$ cat config.mk
export PLATFORM = sky130hd
export DESIGN_NAME = gpio_wb_arb2
export DESIGN_NICKNAME = d
export VERILOG_FILES = /design/src/rtl/gpio_wb_arb2.sv
export SDC_FILE = /design/constraint.sdc
export NUM_CORES = 1
export LEC_CHECK = 0
export ABC_AREA = 1
export CAP_MARGIN = 40
export CORE_AREA = 2 2 124 126
export CTS_BUF_LIST = sky130_fd_sc_hd__clkbuf_4 sky130_fd_sc_hd__clkbuf_8
export DETAILED_ROUTE_END_ITERATION = 16
export DIE_AREA = 0 0 126 128
export GPL_TIMING_DRIVEN = 0
export PLACE_DENSITY = 0.67
export REMOVE_ABC_BUFFERS = 1
export SYNTH_ARGS = -nofsm -noshare
export SYNTH_HDL_FRONTEND = slang
export SYNTH_SLANG_ARGS = --single-unit
$ cat constraint.sdc
create_clock -name wb_clk_i -period 3 [get_ports wb_clk_i]
set_input_delay 0.9 -clock wb_clk_i [delete_from_list [all_inputs] [get_ports wb_clk_i]]
set_output_delay 0.9 -clock wb_clk_i [all_outputs]
set_load 0.01 [all_outputs]
$ cat src/rtl/gpio_wb_arb2.sv
// Two-master Wishbone arbiter in front of the GPIO slave: whole-cycle grants,
// round-robin on contention, and a per-beat watchdog that answers a silent slave with err.
module gpio_wb_arb2 #(
  parameter int unsigned TIMEOUT = 255,
  parameter int unsigned TO_W    = 8
) (
  input  logic        wb_clk_i,
  input  logic        wb_rst_ni,
  input  logic        m0_cyc_i,
  input  logic        m0_stb_i,
  input  logic        m0_we_i,
  input  logic [3:0]  m0_sel_i,
  input  logic [31:0] m0_adr_i,
  input  logic [31:0] m0_dat_i,
  output logic        m0_ack_o,
  output logic        m0_err_o,
  output logic [31:0] m0_dat_o,
  input  logic        m1_cyc_i,
  input  logic        m1_stb_i,
  input  logic        m1_we_i,
  input  logic [3:0]  m1_sel_i,
  input  logic [31:0] m1_adr_i,
  input  logic [31:0] m1_dat_i,
  output logic        m1_ack_o,
  output logic        m1_err_o,
  output logic [31:0] m1_dat_o,
  output logic        s_cyc_o,
  output logic        s_stb_o,
  output logic        s_we_o,
  output logic [3:0]  s_sel_o,
  output logic [31:0] s_adr_o,
  output logic [31:0] s_dat_o,
  input  logic        s_ack_i,
  input  logic [31:0] s_dat_i
);

  typedef enum logic [1:0] {IDLE = 2'd0, GNT0 = 2'd1, GNT1 = 2'd2, ERR = 2'd3} state_e;

  state_e          state_q, state_d;
  logic            last_q, last_d;
  logic [TO_W-1:0] cnt_q, cnt_d;
  logic            errp_q, errp_d;
  logic            own_cyc, own_stb, wd_hit;

  // last always names the current owner while granted or in ERR
  assign own_cyc = last_q ? m1_cyc_i : m0_cyc_i;
  assign own_stb = last_q ? m1_stb_i : m0_stb_i;
  assign wd_hit  = (TIMEOUT != 0) && (cnt_q == TO_W'(TIMEOUT));

  always_ff @(posedge wb_clk_i or negedge wb_rst_ni) begin
    if (!wb_rst_ni) begin
      state_q <= IDLE;
      last_q  <= 1'b1;
      cnt_q   <= '0;
      errp_q  <= 1'b0;
    end else begin
      state_q <= state_d;
      last_q  <= last_d;
      cnt_q   <= cnt_d;
      errp_q  <= errp_d;
    end
  end

  always_comb begin
    state_d  = state_q;
    last_d   = last_q;
    cnt_d    = cnt_q;
    errp_d   = 1'b0;
    s_cyc_o  = 1'b0;
    s_stb_o  = 1'b0;
    s_we_o   = 1'b0;
    s_sel_o  = '0;
    s_adr_o  = '0;
    s_dat_o  = '0;
    m0_ack_o = 1'b0;
    m0_err_o = 1'b0;
    m0_dat_o = '0;
    m1_ack_o = 1'b0;
    m1_err_o = 1'b0;
    m1_dat_o = '0;
    case (state_q)
      IDLE: begin
        cnt_d = '0;
        if (m0_cyc_i && (!m1_cyc_i || last_q)) begin
          state_d = GNT0;
          last_d  = 1'b0;
        end else if (m1_cyc_i) begin
          state_d = GNT1;
          last_d  = 1'b1;
        end
      end
      GNT0, GNT1: begin
        if (state_q == GNT1) begin
          s_cyc_o  = m1_cyc_i;
          s_stb_o  = m1_stb_i;
          s_we_o   = m1_we_i;
          s_sel_o  = m1_sel_i;
          s_adr_o  = m1_adr_i;
          s_dat_o  = m1_dat_i;
          m1_ack_o = s_ack_i;
          m1_dat_o = s_dat_i;
        end else begin
          s_cyc_o  = m0_cyc_i;
          s_stb_o  = m0_stb_i;
          s_we_o   = m0_we_i;
          s_sel_o  = m0_sel_i;
          s_adr_o  = m0_adr_i;
          s_dat_o  = m0_dat_i;
          m0_ack_o = s_ack_i;
          m0_dat_o = s_dat_i;
        end
        // an ack landing on the limit cycle wins over the watchdog
        if (!own_cyc) begin
          state_d = IDLE;
          cnt_d   = '0;
        end else if (s_ack_i || !own_stb) begin
          cnt_d = '0;
        end else if (wd_hit) begin
          state_d = ERR;
          errp_d  = 1'b1;
          cnt_d   = '0;
        end else begin
          cnt_d = cnt_q + 1'b1;
        end
      end
      ERR: begin
        cnt_d    = '0;
        m0_err_o = errp_q & ~last_q;
        m1_err_o = errp_q & last_q;
        if (!own_cyc) state_d = IDLE;
      end
      default: state_d = IDLE;
    endcase
  end

endmodule

==> metrics.txt, run 1 <==
cell taking the most area after synthesis nor2_1; DIE AREA 0.0161 mm^2; Distinct cells, synth 24; detailed-route via count 3970; Yosys Warn Count 0; outcome finished, final reports clean; Lkg Pwr 3.49 nW; Antenna Cells 0; Internal 0.00255 W; Post-Route WL 14100 um; DRC 0; endpoint class of the critical path output port; Post-synth EDFFs 0; Worst Path Required 2.10 ns; post-layout minimum cycle time 2.95 ns; Max stage delay cell, worst path clkdlybuf4s50_1; Clock Power Share 3.5%; initial core utilization 15.5%; site row count 45; Die Width 126 um; sequential power share 4.2%; clock net sink count 12; worst skew pair latency 0.25 ns; I/O Buffers 315; PwrDens 883 mW/mm^2; Most common cell on crit path clkdlybuf4s50_1; CP Class input pin to output port; vias per cell 4.07; Final ANT Viol Nets 0; fin util 39.7%; Area contributors post-synth nor2_1, o21ai_0, inv_1; worst setup margin 0.0506 ns; Final setup viols 0; ys flop type dfrtp_1; cell area after synthesis 0.00230 mm^2; pin count of the biggest net entering global routing 59; Worst EP arrival 2.05 ns; async set-reset flop share out of synthesis 100%; io pins 316; DPL Wire Length 10200 um; Layout area overhead 156%; Final Skew 0.00616 ns; max-cap violations 0; drt wl/cell 14.4 um; Yosys reg bits 12; CTS tree done; startpoint class of the critical path input pin; CP Max Fanout 2; RSZ-0062 raised after global routing false; Worst IR Drop VDD 0.000344 V; switching pwr 0.00266 W; final worst-path cycle share 98.3%; CTS Buf Count 3; root buf cell clkbuf_8; sw frac 51.1%; Reg2Reg Depth 7; fin nets 970; Slew @ Worst Pin 0.591 ns; initial antenna violation count 0; slowest stage delay, CP 0.53 ns; Iteration-0 DRC Markers 138; hold bufs inserted after CTS 0; vias in the first global route 3784; layout cells sized above 1 6.98%; Slew Limit Fails 0; H-tree levels 1; setup TNS 0 ns; final hold vios 0; combinational share of power 92.4%; sequential fraction of the synthesis area 13.1%; fmax 339 MHz; Place WS -0.861 ns; Fill cells 1610; clk buf depth 2; Clock Pin Slew Worst Setup and Hold Paths 0.05 ns; CP Cell Sequence clkdlybuf4s50_1, nand2_1, inv_1, clkdlybuf4s50_1; core box area 0.0149 mm^2; Die Y 128 um; grt ovf 0; share of the synthesized area in the top cell type 30.0%; Synth Instances 477; relative slew slack 60.5%; Post-Syn Area per Cell 4.82 um^2; hold depth 1; DR pass1 iterations 4; Total GRT Usage 16.3%; first-pass GRT wire length 21000 um; RD Place Congestion 0.802; Hold/Removal Path Class register to register
==> power groups by stage <==
stage / logic, W / clock network (W) / registers, W
6_report: 0.00481 / 0.000180 / 0.000217
5_1_grt: 0.00527 / 0.000195 / 0.000221
4_1_cts: 0.00493 / 0.000185 / 0.000217
3_5_place_dp: 0.00478 / 0 / 0.000225
3_3_place_gp: 0.00470 / 0 / 0.000221
2_1_floorplan: 0.00199 / 0 / 0.000215
==> what timing repair did <==
action | 4_1_cts | 5_1_grt
buffers inserted | 14 | 1
pin swaps | 3 | 0
cloned | 3 | 0
setup endpoints to repair | 111 | 52
gates resized for setup | 96 | 61
==> worst max-delay path: cells and delay by family <==
| kind | cells | cell delay, ns |
|---|---|---|
| buffers and inverters | 3 | 1.08 |
| and+or+nand+nor | 1 | 0.06 |
==> registers in the layout, indices dropped and copies added (netlist names) <==
signal / flops
errp_q: 1
state_q: 2
cnt_q: 8
last_q: 1
==> kinds of logic (layout without fill, tap and decap cells) <==
kind of cell | count (synthesis) | in the layout | share of synthesized area [%]
compound gates | 77 | 77 | 17.0
xor+xnor | 4 | 4 | 1.52
fa+ha+maj | 4 | 4 | 2.18
buf+inv | 115 | 426 | 20.0
flops | 12 | 12 | 13.1
simple gates | 265 | 265 | 46.2
==> cell usage in the layout, fill, tap and decap left out, drive strengths merged, types with 2 or more instances in the layout <==
cell type	Yosys	routed
nand3	8	8
nand2	67	67
a21oi	5	5
dlymetal6s2s	0	31
ha	4	4
nor2	187	187
dlygate4sd2	0	69
xor2	2	2
o21ai	71	71
clkdlybuf4s50	0	200
inv	84	85
dfrtp	11	11
buf	17	20
nor3	3	3
clkbuf	13	18
xnor2	2	2
==> cell usage after synthesis, types with 3 or more instances <==
cell type / count
nor2_1: 184
inv_1: 82
o21ai_0: 71
nand2_1: 65
buf_2: 14
clkbuf_1: 13
dfrtp_1: 11
nand3_1: 7
a21oi_1: 4
ha_1: 4
buf_4: 3
==> final cells by class <==
cell class / instances / area, um^2 / share of cell area, %
Timing Repair Buffer: 336 / 3390 / 57.4
Inverter: 85 / 332 / 5.62
Timing Repair inverter: 1 / 8.76 / 0.148
Sequential cell: 12 / 302 / 5.11
Multi-Input combinational cell: 350 / 1580 / 26.8
Clock buffer: 4 / 55.1 / 0.933
Tap cell: 188 / 235 / 3.99
==> layer usage <==
metal | GRT usage, % | share of wire, % | vias up
li1 | - | - | 2042
met1 | 19.2 | 41 | 1691
met2 | 29.7 | 48 | 219
met3 | 4.38 | 9.6 | 18
met4 | 3.56 | 1.5 | 0
met5 | 0 | 0 | -
==> per-stage QoR <==
stage	area [um^2]	hold slack (ns)	instances	power, W
4_1_cts	5860	0.473	975	0.00533
2_1_floorplan	2160	0.430	447	0.00221
3_5_place_dp	5640	0.466	954	0.00500
6_report	5900	0.471	976	0.00521
5_1_grt	5900	0.493	976	0.00569
3_3_place_gp	5550	0.458	950	0.00492
==> path summary, 6_finish.rpt <==
check,startpoint,slack (ns),endpoint
setup / recovery,s_dat_i[17],0.05,m1_dat_o[17]
hold / removal,cnt_q[0]$_DFF_PN0_,0.47,cnt_q[0]$_DFF_PN0_
setup reg to reg,state_q[1]$_DFFE_PN0P_,1.38,cnt_q[4]$_DFF_PN0_
hold reg to reg,cnt_q[0]$_DFF_PN0_,0.47,cnt_q[0]$_DFF_PN0_
max in group asynchronous,wb_rst_ni,1.58,cnt_q[4]$_DFF_PN0_
min in group asynchronous,wb_rst_ni,1.03,errp_q$_DFF_PN0_
(Power assumes the default switching activity.)
==> run 2, diff against run 1 <==
- CORE_AREA: 2 2 124 126 -> 5 5 121 123
- PLACE_DENSITY: 0.67 -> 0.71
- SLEW_MARGIN: unset -> 20
- clock period: 3 -> 3.14 ns (I/O delays scaled with it)
==> run 2 against run 1 <==
Hold slack worse by 0.0045 ns. Combinational power up 4.8%. Largest power group unchanged. First-iteration DRC count grew 12%. Final area rose by 2.8%. Critical path depth stayed put. Clock power is 8% lower. Cell count decreased by 1.3%.
==> metrics.txt, run 2 (synthesized netlist as in run 1, its figures left out) <==
Biggest register cnt_q; CTS tree done; initial core utilization 17.0% (+1.5 points); # placed instances 943 (-1.2%); DIE AREA 0.0161 mm^2 (unchanged); layout cells sized above 1 4.85% (-2.1 points); Post-Route WL 15300 um (+8.7%); H-tree levels 1 (unchanged); Iteration-0 DRC Markers 155 (+12%); site row count 43 (-4.4%); max-cap violations 0 (unchanged); Lkg Pwr 3.57 nW (+2.1%); Reg-to-Reg Start state_q[1]$_DFFE_PN0P_; final worst-path cycle share 99.1%; Place WS -0.749 ns (+0.112 ns); Total GRT Usage 16.6% (+0.22 points); Slew @ Worst Pin 0.543 ns (-0.0487 ns); Final Skew 0.00269 ns (-0.00347 ns); hold bufs inserted after CTS 0 (unchanged); setup TNS 0 ns (unchanged); Setup crit start m0_adr_i[15]; Regs by FF count cnt_q (8), state_q (2); slowest stage delay, CP 0.54 ns (about the same); Max stage delay cell, worst path clkdlybuf4s50_1; Layout area overhead 164%; Final setup viols 0 (unchanged); drt wl/cell 15.9 um (+10%); RD Place Congestion 0.851 (+6.1%); Clock Pin Slew Worst Setup and Hold Paths 0.05 ns (about the same); CP Max Fanout 1 (-1); most frequent cells in the layout clkdlybuf4s50_1, nor2_1, inv_1; relative slew slack 63.7% (+3.3 points); Reg2Reg Depth 10 (+3); final hold vios 0 (unchanged); Worst Path Required 2.20 ns (+0.10 ns); Register-to-Register Setup Slack 1.44 ns (+0.06 ns); DR pass1 iterations 5 (+1); RSZ-0062 raised after global routing true; PwrDens 894 mW/mm^2 (+1.2%); grt ovf 0 (unchanged); Antenna Cells 0 (unchanged); endpoint class of the critical path output port; Die Y 128 um (unchanged); commonest non-fill, non-tap cell in the layout clkdlybuf4s50_1; Die Width 126 um (unchanged); initial antenna violation count 0 (unchanged); Hold/Removal Path Class register to register; max reg flops 8 (unchanged); root buf cell clkbuf_8; first-pass GRT wire length 21300 um (+1.6%); CTS Buf Count 3 (unchanged); Final ANT Viol Nets 0 (unchanged); Fill cells 1385 (-14%); fin nets 965 (-0.52%); startpoint class of the critical path input pin; worst skew pair latency 0.24 ns (about the same); fmax 321 MHz; Pwr Total 0.00542 W (+4.0%); io pins 316 (unchanged); worst reg2reg path endpoint state_q[1]$_DFFE_PN0P_; multi-input logic area 0.00160 mm^2 (+1.4%); vias in the first global route 3717 (-1.8%); hold depth 1 (unchanged); Post-Layout Cell Count 963 (-1.3%); DPL Wire Length 11000 um (+7.2%); post-layout minimum cycle time 3.11 ns; Reg area 303 um^2 (+0.41%); Worst EP arrival 2.17 ns (+0.12 ns); core box area 0.0136 mm^2 (-8.8%); I/O Buffers 315 (unchanged); clk buf depth 2 (unchanged); clock net sink count 12 (unchanged); vias per cell 4.10 (+0.86%); outcome finished, final reports clean; Worst IR Drop VDD 0.000381 V (+11%); Most common cell on crit path clkdlybuf4s50_1; CP Cell Sequence clkdlybuf4s50_1, o21ai_0, nor2_1, clkdlybuf4s50_1; CP Class input pin to output port; crit path to s_adr_o[15]; DRC 0 (unchanged); pin count of the biggest net entering global routing 71 (+20%); detailed-route via count 3951 (-0.48%); worst setup margin 0.0290 ns (-0.0215 ns); Slew Limit Fails 0 (unchanged)
-- run 2: changes by cell type in the layout (fill, tap and decap cells not counted), sizes merged, moves of 2 or more --
cell / previous run / this run
clkdlybuf4s50: 200 / 256
dlymetal6s2s: 31 / 54
buf: 20 / 14
clkbuf: 18 / 6
inv: 85 / 83
dlygate4sd2: 69 / 5
-- run 2: worst min-delay path by stage --
stage,startpoint,endpoint
floorplan,cnt_q[0]$_DFF_PN0_,cnt_q[0]$_DFF_PN0_
global placement,cnt_q[0]$_DFF_PN0_,cnt_q[0]$_DFF_PN0_
detailed placement,cnt_q[0]$_DFF_PN0_,cnt_q[0]$_DFF_PN0_
CTS,cnt_q[0]$_DFF_PN0_,cnt_q[0]$_DFF_PN0_
global route,cnt_q[0]$_DFF_PN0_,cnt_q[0]$_DFF_PN0_
finish,cnt_q[0]$_DFF_PN0_,cnt_q[0]$_DFF_PN0_
-- run 2: what timing repair did --
| action | CTS | global route |
|---|---|---|
| pin swaps | 1 | 1 |
| setup endpoints to repair | 107 | 126 |
| resized for setup | 11 | 62 |
| buffers inserted | 10 | 3 |
| cloned | 0 | 3 |
-- run 2: routing by layer --
| layer | wire length, um | global-route usage, % | up-vias | share of wire [%] |
|---|---|---|---|---|
| met5 | 0 | 0 | - | 0 |
| met1 | 5990 | 18.8 | 1703 | 39 |
| li1 | - | - | 2028 | - |
| met2 | 7600 | 30.2 | 212 | 50 |
| met3 | 1520 | 5.92 | 8 | 9.9 |
| met4 | 183 | 2.78 | 0 | 1.2 |
-- run 2: cell type report --
cell class / instances / area share [%]
Inverter: 85 / 5.70
Multi-Input combinational cell: 351 / 26.4
Sequential cell: 12 / 5.00
Clock buffer: 4 / 0.908
Tap cell: 180 / 3.72
Timing Repair Buffer: 331 / 58.3
-- run 2: metrics by stage --
stage,instance area (um^2),hold WS [ns],utilization [%]
finish,6060,0.466,44.7
global route,6060,0.495,44.7
CTS,5780,0.467,42.6
detailed placement,5590,0.460,41.2
global placement,5540,0.453,40.8
floorplan,2160,0.430,-
-- run 2: critical path, delay by kind of cell --
kind | cells | cell delay, ns
and+or+nand+nor | 1 | 0.11
AOI/OAI and AO/OA | 1 | 0.11
buffers and inverters | 2 | 1.01
-- run 2: power breakdown --
group | switching [W] | internal (W)
sequential | 0.0000310 | 0.000185
combinational | 0.00258 | 0.00246
clock | 0.0000550 | 0.000111
